`config.mk`:
```
export PLATFORM = sky130hd
export DESIGN_NAME = int_timer_ctrl_flat
export DESIGN_NICKNAME = d
export VERILOG_FILES = /design/src/rtl/int_timer_ctrl_if.sv /design/src/rtl/int_timer_ctrl.sv /design/src/flat_wrapper.sv
export SDC_FILE = /design/constraint.sdc
export NUM_CORES = 1
export LEC_CHECK = 0
export BUFFER_PORTS_ARGS = -buffer_cell sky130_fd_sc_hd__buf_2
export CAP_MARGIN = 25
export CORE_MARGIN = 2
export CORE_UTILIZATION = 55
export CTS_BUF_LIST = sky130_fd_sc_hd__clkbuf_16
export CTS_CLUSTER_DIAMETER = 40
export DETAILED_ROUTE_END_ITERATION = 16
export PLACE_DENSITY_LB_ADDON = 0.25
export SYNTH_ARGS = -nofsm -noshare
export SYNTH_HDL_FRONTEND = slang
export SYNTH_SLANG_ARGS = --single-unit
```
`constraint.sdc`:
```
create_clock -name clk -period 5.7 [get_ports clk]
set_input_delay 0.57 -clock clk [delete_from_list [all_inputs] [get_ports clk]]
set_output_delay 0.57 -clock clk [all_outputs]
set_load 0.05 [all_outputs]
```
`src/rtl/int_timer_ctrl_if.sv`:
```
// Memory-mapped register bus between the load/store path (master) and int_timer_ctrl (slave).
// Read data is returned one cycle after reg_re and held until the next read.
interface int_timer_ctrl_if;
  logic        reg_we;
  logic        reg_re;
  logic [2:0]  reg_adr;
  logic [31:0] reg_wdata;
  logic [31:0] reg_rdata;

  modport master (
    output reg_we,
    output reg_re,
    output reg_adr,
    output reg_wdata,
    input  reg_rdata
  );

  modport slave (
    input  reg_we,
    input  reg_re,
    input  reg_adr,
    input  reg_wdata,
    output reg_rdata
  );
endinterface

```
`src/rtl/int_timer_ctrl.sv`:
```
// Machine-level interrupt source: mtime/mtimecmp timer, msip bit, synchronised external pin, MEI>MSI>MTI arbitration.
// Optional macro INT_EXT_EDGE_EN turns meip into a sticky rising-edge latch cleared when the MEI trap is acknowledged.
module int_timer_ctrl #(
  parameter int unsigned TIMER_DIV = 1
) (
  input  logic                   clk,
  input  logic                   rst,
  int_timer_ctrl_if.slave        bus,
  input  logic                   ext_int_in_i,
  input  logic                   csr_rmie_i,
  input  logic                   csr_meie_i,
  input  logic                   csr_mtie_i,
  input  logic                   csr_msie_i,
  input  logic                   int_ack_i,
  input  logic                   cmd_mret_ex_i,
  output logic                   g_interrupt_o,
  output logic [1:0]             g_interrupt_priv_o,
  output logic [5:0]             int_cause_o,
  output logic [2:0]             mip_bits_o
);

  localparam int unsigned   PW      = (TIMER_DIV > 1) ? $clog2(TIMER_DIV) : 1;
  localparam logic [PW-1:0] PRE_MAX = PW'(TIMER_DIV - 1);

  localparam logic [2:0] ADR_MTIME_LO = 3'd0;
  localparam logic [2:0] ADR_MTIME_HI = 3'd1;
  localparam logic [2:0] ADR_CMP_LO   = 3'd2;
  localparam logic [2:0] ADR_CMP_HI   = 3'd3;
  localparam logic [2:0] ADR_MSIP     = 3'd4;

  localparam logic [5:0] CAUSE_NONE = 6'd0;
  localparam logic [5:0] CAUSE_MSI  = 6'd3;
  localparam logic [5:0] CAUSE_MTI  = 6'd7;
  localparam logic [5:0] CAUSE_MEI  = 6'd11;

  typedef enum logic [1:0] {
    ST_IDLE    = 2'd0,
    ST_REQ     = 2'd1,
    ST_SERVICE = 2'd2
  } state_t;

  logic [PW-1:0] pre_q;
  logic [PW-1:0] pre_d;
  logic [63:0]   mtime_q;
  logic [63:0]   mtime_d;
  logic [63:0]   cmp_q;
  logic [63:0]   cmp_d;
  logic          msip_q;
  logic          msip_d;
  logic          mtip_q;
  logic          sync1_q;
  logic          sync2_q;
  logic [31:0]   rdata_q;
  logic [31:0]   rdata_d;
  state_t        state_q;
  logic          g_int_q;
  logic [5:0]    cause_q;

  logic          tick_s;
  logic          mtime_wr_s;
  logic          meip_s;
  logic          p_e_s;
  logic          p_s_s;
  logic          p_t_s;
  logic          any_s;
  logic [5:0]    best_cause_s;

  // Prescaler, mtime, mtimecmp and msip next-state; a software write to mtime overrides the tick.
  always_comb begin
    tick_s     = (pre_q == PRE_MAX);
    mtime_wr_s = bus.reg_we && ((bus.reg_adr == ADR_MTIME_LO) || (bus.reg_adr == ADR_MTIME_HI));
    if (tick_s) begin
      pre_d = {PW{1'b0}};
    end else begin
      pre_d = pre_q + PW'(1);
    end
    if (mtime_wr_s) begin
      if (bus.reg_adr == ADR_MTIME_LO) begin
        mtime_d = {mtime_q[63:32], bus.reg_wdata};
      end else begin
        mtime_d = {bus.reg_wdata, mtime_q[31:0]};
      end
    end else if (tick_s) begin
      mtime_d = mtime_q + 64'd1;
    end else begin
      mtime_d = mtime_q;
    end
    if (bus.reg_we && (bus.reg_adr == ADR_CMP_LO)) begin
      cmp_d = {cmp_q[63:32], bus.reg_wdata};
    end else if (bus.reg_we && (bus.reg_adr == ADR_CMP_HI)) begin
      cmp_d = {bus.reg_wdata, cmp_q[31:0]};
    end else begin
      cmp_d = cmp_q;
    end
    if (bus.reg_we && (bus.reg_adr == ADR_MSIP)) begin
      msip_d = bus.reg_wdata[0];
    end else begin
      msip_d = msip_q;
    end
  end

  // Read mux samples pre-write state, so a same-cycle write to the read offset returns the old value.
  always_comb begin
    case (bus.reg_adr)
      ADR_MTIME_LO: rdata_d = mtime_q[31:0];
      ADR_MTIME_HI: rdata_d = mtime_q[63:32];
      ADR_CMP_LO:   rdata_d = cmp_q[31:0];
      ADR_CMP_HI:   rdata_d = cmp_q[63:32];
      ADR_MSIP:     rdata_d = {31'd0, msip_q};
      default:      rdata_d = 32'd0;
    endcase
  end

  // Timer, register file, pin synchroniser and read-data holding register.
  always_ff @(posedge clk or posedge rst) begin
    if (rst) begin
      pre_q   <= {PW{1'b0}};
      mtime_q <= 64'd0;
      cmp_q   <= 64'hFFFF_FFFF_FFFF_FFFF;
      msip_q  <= 1'b0;
      mtip_q  <= 1'b0;
      sync1_q <= 1'b0;
      sync2_q <= 1'b0;
      rdata_q <= 32'd0;
    end else begin
      pre_q   <= pre_d;
      mtime_q <= mtime_d;
      cmp_q   <= cmp_d;
      msip_q  <= msip_d;
      mtip_q  <= (mtime_q >= cmp_q);
      sync1_q <= ext_int_in_i;
      sync2_q <= sync1_q;
      if (bus.reg_re) begin
        rdata_q <= rdata_d;
      end
    end
  end

`ifdef INT_EXT_EDGE_EN
  logic meip_q;
  logic ext_rise_s;
  logic meip_clr_s;

  assign ext_rise_s = sync1_q & ~sync2_q;
  assign meip_clr_s = (state_q == ST_REQ) & int_ack_i & (cause_q == CAUSE_MEI);

  // Sticky external pending: a new edge outranks the acknowledge clear.
  always_ff @(posedge clk or posedge rst) begin
    if (rst) begin
      meip_q <= 1'b0;
    end else if (ext_rise_s) begin
      meip_q <= 1'b1;
    end else if (meip_clr_s) begin
      meip_q <= 1'b0;
    end
  end

  assign meip_s = meip_q;
`else
  assign meip_s = sync2_q;
`endif

  // Masked pending sources and fixed-priority cause encoder.
  always_comb begin
    p_e_s = meip_s & csr_meie_i;
    p_s_s = msip_q & csr_msie_i;
    p_t_s = mtip_q & csr_mtie_i;
    any_s = p_e_s | p_s_s | p_t_s;
    if (p_e_s) begin
      best_cause_s = CAUSE_MEI;
    end else if (p_s_s) begin
      best_cause_s = CAUSE_MSI;
    end else if (p_t_s) begin
      best_cause_s = CAUSE_MTI;
    end else begin
      best_cause_s = CAUSE_NONE;
    end
  end

  // Request FSM: an ack in REQ outranks a simultaneous withdrawal and freezes the cause.
  always_ff @(posedge clk or posedge rst) begin
    if (rst) begin
      state_q <= ST_IDLE;
      g_int_q <= 1'b0;
      cause_q <= CAUSE_NONE;
    end else begin
      case (state_q)
        ST_IDLE: begin
          if (csr_rmie_i && any_s) begin
            state_q <= ST_REQ;
            g_int_q <= 1'b1;
            cause_q <= best_cause_s;
          end else begin
            g_int_q <= 1'b0;
            cause_q <= CAUSE_NONE;
          end
        end
        ST_REQ: begin
          if (int_ack_i) begin
            state_q <= ST_SERVICE;
            g_int_q <= 1'b0;
          end else if (!csr_rmie_i || !any_s) begin
            state_q <= ST_IDLE;
            g_int_q <= 1'b0;
            cause_q <= CAUSE_NONE;
          end else begin
            g_int_q <= 1'b1;
            cause_q <= best_cause_s;
          end
        end
        ST_SERVICE: begin
          g_int_q <= 1'b0;
          if (cmd_mret_ex_i) begin
            state_q <= ST_IDLE;
            cause_q <= CAUSE_NONE;
          end
        end
        default: begin
          state_q <= ST_IDLE;
          g_int_q <= 1'b0;
          cause_q <= CAUSE_NONE;
        end
      endcase
    end
  end

  assign bus.reg_rdata      = rdata_q;
  assign g_interrupt_o      = g_int_q;
  assign g_interrupt_priv_o = 2'b11;
  assign int_cause_o        = cause_q;
  assign mip_bits_o         = {meip_s, mtip_q, msip_q};

endmodule
```
`src/flat_wrapper.sv`:
```
// flat-port wrapper written by rule: the top's interface ports become plain ports
module int_timer_ctrl_flat 
#(
  parameter int unsigned TIMER_DIV = 1
)
  (clk, rst, ext_int_in_i, csr_rmie_i, csr_meie_i, csr_mtie_i, csr_msie_i, int_ack_i, cmd_mret_ex_i, g_interrupt_o, g_interrupt_priv_o, int_cause_o, mip_bits_o, bus_reg_we, bus_reg_re, bus_reg_adr, bus_reg_wdata, bus_reg_rdata);
  int_timer_ctrl_if bus_i ();
  input  logic clk;
  input  logic rst;
  input  logic ext_int_in_i;
  input  logic csr_rmie_i;
  input  logic csr_meie_i;
  input  logic csr_mtie_i;
  input  logic csr_msie_i;
  input  logic int_ack_i;
  input  logic cmd_mret_ex_i;
  output logic g_interrupt_o;
  output logic [1:0] g_interrupt_priv_o;
  output logic [5:0] int_cause_o;
  output logic [2:0] mip_bits_o;
  input wire logic [$bits(bus_i.reg_we)-1:0] bus_reg_we;
  input wire logic [$bits(bus_i.reg_re)-1:0] bus_reg_re;
  input wire logic [$bits(bus_i.reg_adr)-1:0] bus_reg_adr;
  input wire logic [$bits(bus_i.reg_wdata)-1:0] bus_reg_wdata;
  output wire logic [$bits(bus_i.reg_rdata)-1:0] bus_reg_rdata;
  assign bus_i.reg_we = bus_reg_we;
  assign bus_i.reg_re = bus_reg_re;
  assign bus_i.reg_adr = bus_reg_adr;
  assign bus_i.reg_wdata = bus_reg_wdata;
  assign bus_reg_rdata = bus_i.reg_rdata;
  int_timer_ctrl #(.TIMER_DIV(TIMER_DIV)) u_core (.clk(clk), .rst(rst), .bus(bus_i), .ext_int_in_i(ext_int_in_i), .csr_rmie_i(csr_rmie_i), .csr_meie_i(csr_meie_i), .csr_mtie_i(csr_mtie_i), .csr_msie_i(csr_msie_i), .int_ack_i(int_ack_i), .cmd_mret_ex_i(cmd_mret_ex_i), .g_interrupt_o(g_interrupt_o), .g_interrupt_priv_o(g_interrupt_priv_o), .int_cause_o(int_cause_o), .mip_bits_o(mip_bits_o));
endmodule
```
==> impl_results.md <==
* GR Util All Layers at between 20% and 30%
* Actual slew at the worst max-slew pin at between 900 and 1000 ps
* Net count, final at 1245
* Root buf cell: clkbuf_16
* H-tree Lvls at 4
* WP data arrival at slightly above 3000 ps
* Worst slack at placement at 2880 ps
* Sequential fraction of the synthesis area at 42.1%
* P_leak at 4.86 nW
* Fmax at between 300 and 400 MHz
* CTS tree: yes
* R2R depth at 6
* CP Launch Point: u_core.mtime_q[8]
* Post-CTS Repair Setup Buffers at 0
* CP most frequent cell: nand4_1
* Async SR Flop Fraction at 100%
* Yosys reg bits at between 150 and 200
* Worst EP required at roughly 6000 ps
* Setup_tns at 0 ps
* Power Total at roughly 4.0 mW
* Critical path start-end classification: reg2reg
* Period minus WS final at between 2000 and 3000 ps
* Synth Warn # at 0
* Synth Cell Area at around 10000 µm²
* PwrDens at between 300 and 400 nW/µm²
* Post-Route Skew at a little over 10 ps
* First-pass GRT wire length at about 45000 µm
* Antenna Cells at 0
* Area growth syn-to-layout at 10.5%
* Final Max Slew Viols at 0
* Crit path cell chain: nand4_1 -> nor3_1 -> nand4_1 -> o21ai_0 -> a21boi_0 -> or3_1
* RSZ-0062 raised after global routing: no
* Hold path cells at 1
* Max Cap Viol at 0
* Post-route insts no fill at about 1400
* Routed WL at 27700 µm
* Layout cells sized above 1 at 22.1%
* Die area at around 20000 µm²
* Largest net degree at the start of global routing at 80
* Worst r2r src: u_core.mtime_q[8]
* Endpoint, Worst Hold: u_core.sync1_q
* Filler cell count at ~1500
* Chip height at roughly 140 µm
* Dominant synthesized flop cell: dfrtp_1
* CTS sink cnt at 170
* Core Area at 18500 µm²
* Clock Tree Buf Depth at 2
* CTS clk-pin slew, worst paths at approximately 60 ps
* Most common cell in the netlist: nand2_1
* DP Wirelength at about 19000 µm
* Grt total ovfl at 0
* Synth top area share at around a quarter
* Io pins at 90
* Placer Congestion at 0.884
* Num rows at 50
* Wire per inst at roughly 20 µm
* Cells after DPL at between 1000 and 1500
* Final setup violation count at 0
* Final WS setup at 2970 ps
* Top cell type by total area after synthesis: dfrtp_1
* Post-synth cell types at 65
* Die Wd at between 100 and 150 µm
* Hold WC Path Type: in2reg
* Max IR drop VDD at 206 µV
* Main area contributors after synthesis: dfrtp_1 26%, dfstp_2 16%, ha_1 7.9%
* Syn Area/Cell at roughly 9.5 µm²
* Post-Synthesis Cells at about 1100
* Hold path startpoint: ext_int_in_i
* CP Launch Type: flip-flop
* Final Hold Violating Endpoints at 0
* Status: finished, final reports clean
* Starting Density at a little under three fifths
* Post-DRT Antenna Nets at 0
* Post-synth EDFFs at 0
* Port Buffers at 85
* Final cycle utilization of the critical path at around 48%
* Capture point of the worst reg-to-reg path: u_core.mtime_q[44]
* Slowest CP cell: nor3_1
* Number of detailed-route iterations in the first pass at 7
* Cts repair resizes at 0
* Routed via count at around 8800
* Vias in the first global route at approximately 8400
* Most frequent cells after synthesis: 110 x nand2_1, 106 x dfrtp_1, 104 x inv_1, 76 x o21ai_0, 65 x ha_1
* Initial antenna violation count at 0
* Vias/cell at roughly 6.4
* Hold bufs inserted after CTS at 0
* Flop2flop setup slack at 2970 ps
* CP max stage delay at about 630 ps
* Crit path capture type: flip-flop
* Residual DRC at 0
* CP Max Fanout at 10
* Relative slew slack at 37.4%
* 1st-iter DRT viols at 891
* Worst-skew pair later-pin latency at between 400 and 500 ps
* Number of buffers created by CTS at 17
state kept, by name, indices dropped and copies added, names as in the netlist:
signal,count
u_core.mtip_q,1
u_core.mtime_q,64
u_core.cmp_q,64
u_core.g_interrupt_o,1
u_core.bus.reg_rdata,32
u_core.sync1_q,1
u_core.msip_q,1
u_core.state_q,2
u_core.int_cause_o,3
u_core.meip_s,1
layer usage:
metal  vias up  wire length, µm  GRT usage (%)
li1       4100                -              -
met1      4300            12700           41.3
met2       340            12700           45.1
met3        54             1660           4.62
met4         0              628           9.79
met5         -                0              0
power by group:
part	switching (mW)	internal, mW	total, mW
registers	0.311	1.51	1.82
clock network	0.480	0.585	1.07
logic	0.658	0.452	1.11
critical path: cells and delay by family (launching register included):
family	cells	cell delay, ps
compound gates	2	350
simple gates	4	1710
flops	1	550
kinds of logic after synthesis:
kind of cell,count (synthesis),synth area share [%]
AND/OR/NAND/NOR,290,15.5
AO/OA/AOI/OAI,320,21.3
other,2,0.0729
multiplexers,36,3.91
adder cells (fa/ha/maj),65,7.90
XOR/XNOR,28,2.38
flip-flops,170,42.1
buffers and inverters,174,6.88
layout by cell type, fill, tap and decap left out, types with 11 or more instances in the layout:
| master | netlist | final |
|---|---|---|
| a21oi_1 | 32 | 32 |
| a221o_1 | 11 | 11 |
| a221oi_1 | 34 | 34 |
| a22o_1 | 32 | 32 |
| a22oi_1 | 34 | 34 |
| and3_1 | 17 | 17 |
| buf_2 | 8 | 85 |
| buf_4 | 10 | 12 |
| clkbuf_16 | 0 | 17 |
| dfrtp_1 | 106 | 106 |
| dfstp_2 | 64 | 64 |
| ha_1 | 65 | 65 |
| inv_1 | 104 | 108 |
| mux2_2 | 34 | 34 |
| nand2_1 | 110 | 110 |
| nand3_1 | 37 | 37 |
| nand4_1 | 23 | 23 |
| nor2_1 | 26 | 25 |
| nor3_1 | 14 | 13 |
| o21ai_0 | 76 | 76 |
| o21ai_1 | 14 | 13 |
| o22ai_1 | 32 | 32 |
| xnor2_1 | 18 | 18 |
area by class of cell:
class	count	area, µm²	share of cell area [%]
Clock inverter	14	95.1	0.835
Inverter	104	395	3.47
Multi-Input combinational cell	743	5300	46.5
Clock buffer	17	425	3.74
Sequential cell	170	4330	38.1
Tap cell	234	293	2.57
Timing Repair Buffer	98	543	4.77
how the worst max path moves through the flow:
stage / depth (start not counted) / endpoint / slack, ps
after detailed placement: 7 / u_core.mtime_q[27] / 2880
after CTS: 5 / u_core.mtime_q[60] / 3050
after global routing: 5 / u_core.mtime_q[60] / 2860
after floorplan: 1 / u_core.bus.reg_rdata[0] / 630
after global placement: 5 / u_core.cmp_q[0] / 2950
final: 6 / u_core.mtime_q[44] / 2970
metrics by stage:
step	util, %	hold slack (ps)	area [µm²]
finish	61.5	243	11400
global route	61.5	229	11400
CTS	61.3	231	11400
detailed placement	58.5	337	10800
global placement	58.5	337	10800
floorplan	-	331	10300
No activity file was read; power rests on OpenSTA's default activity.
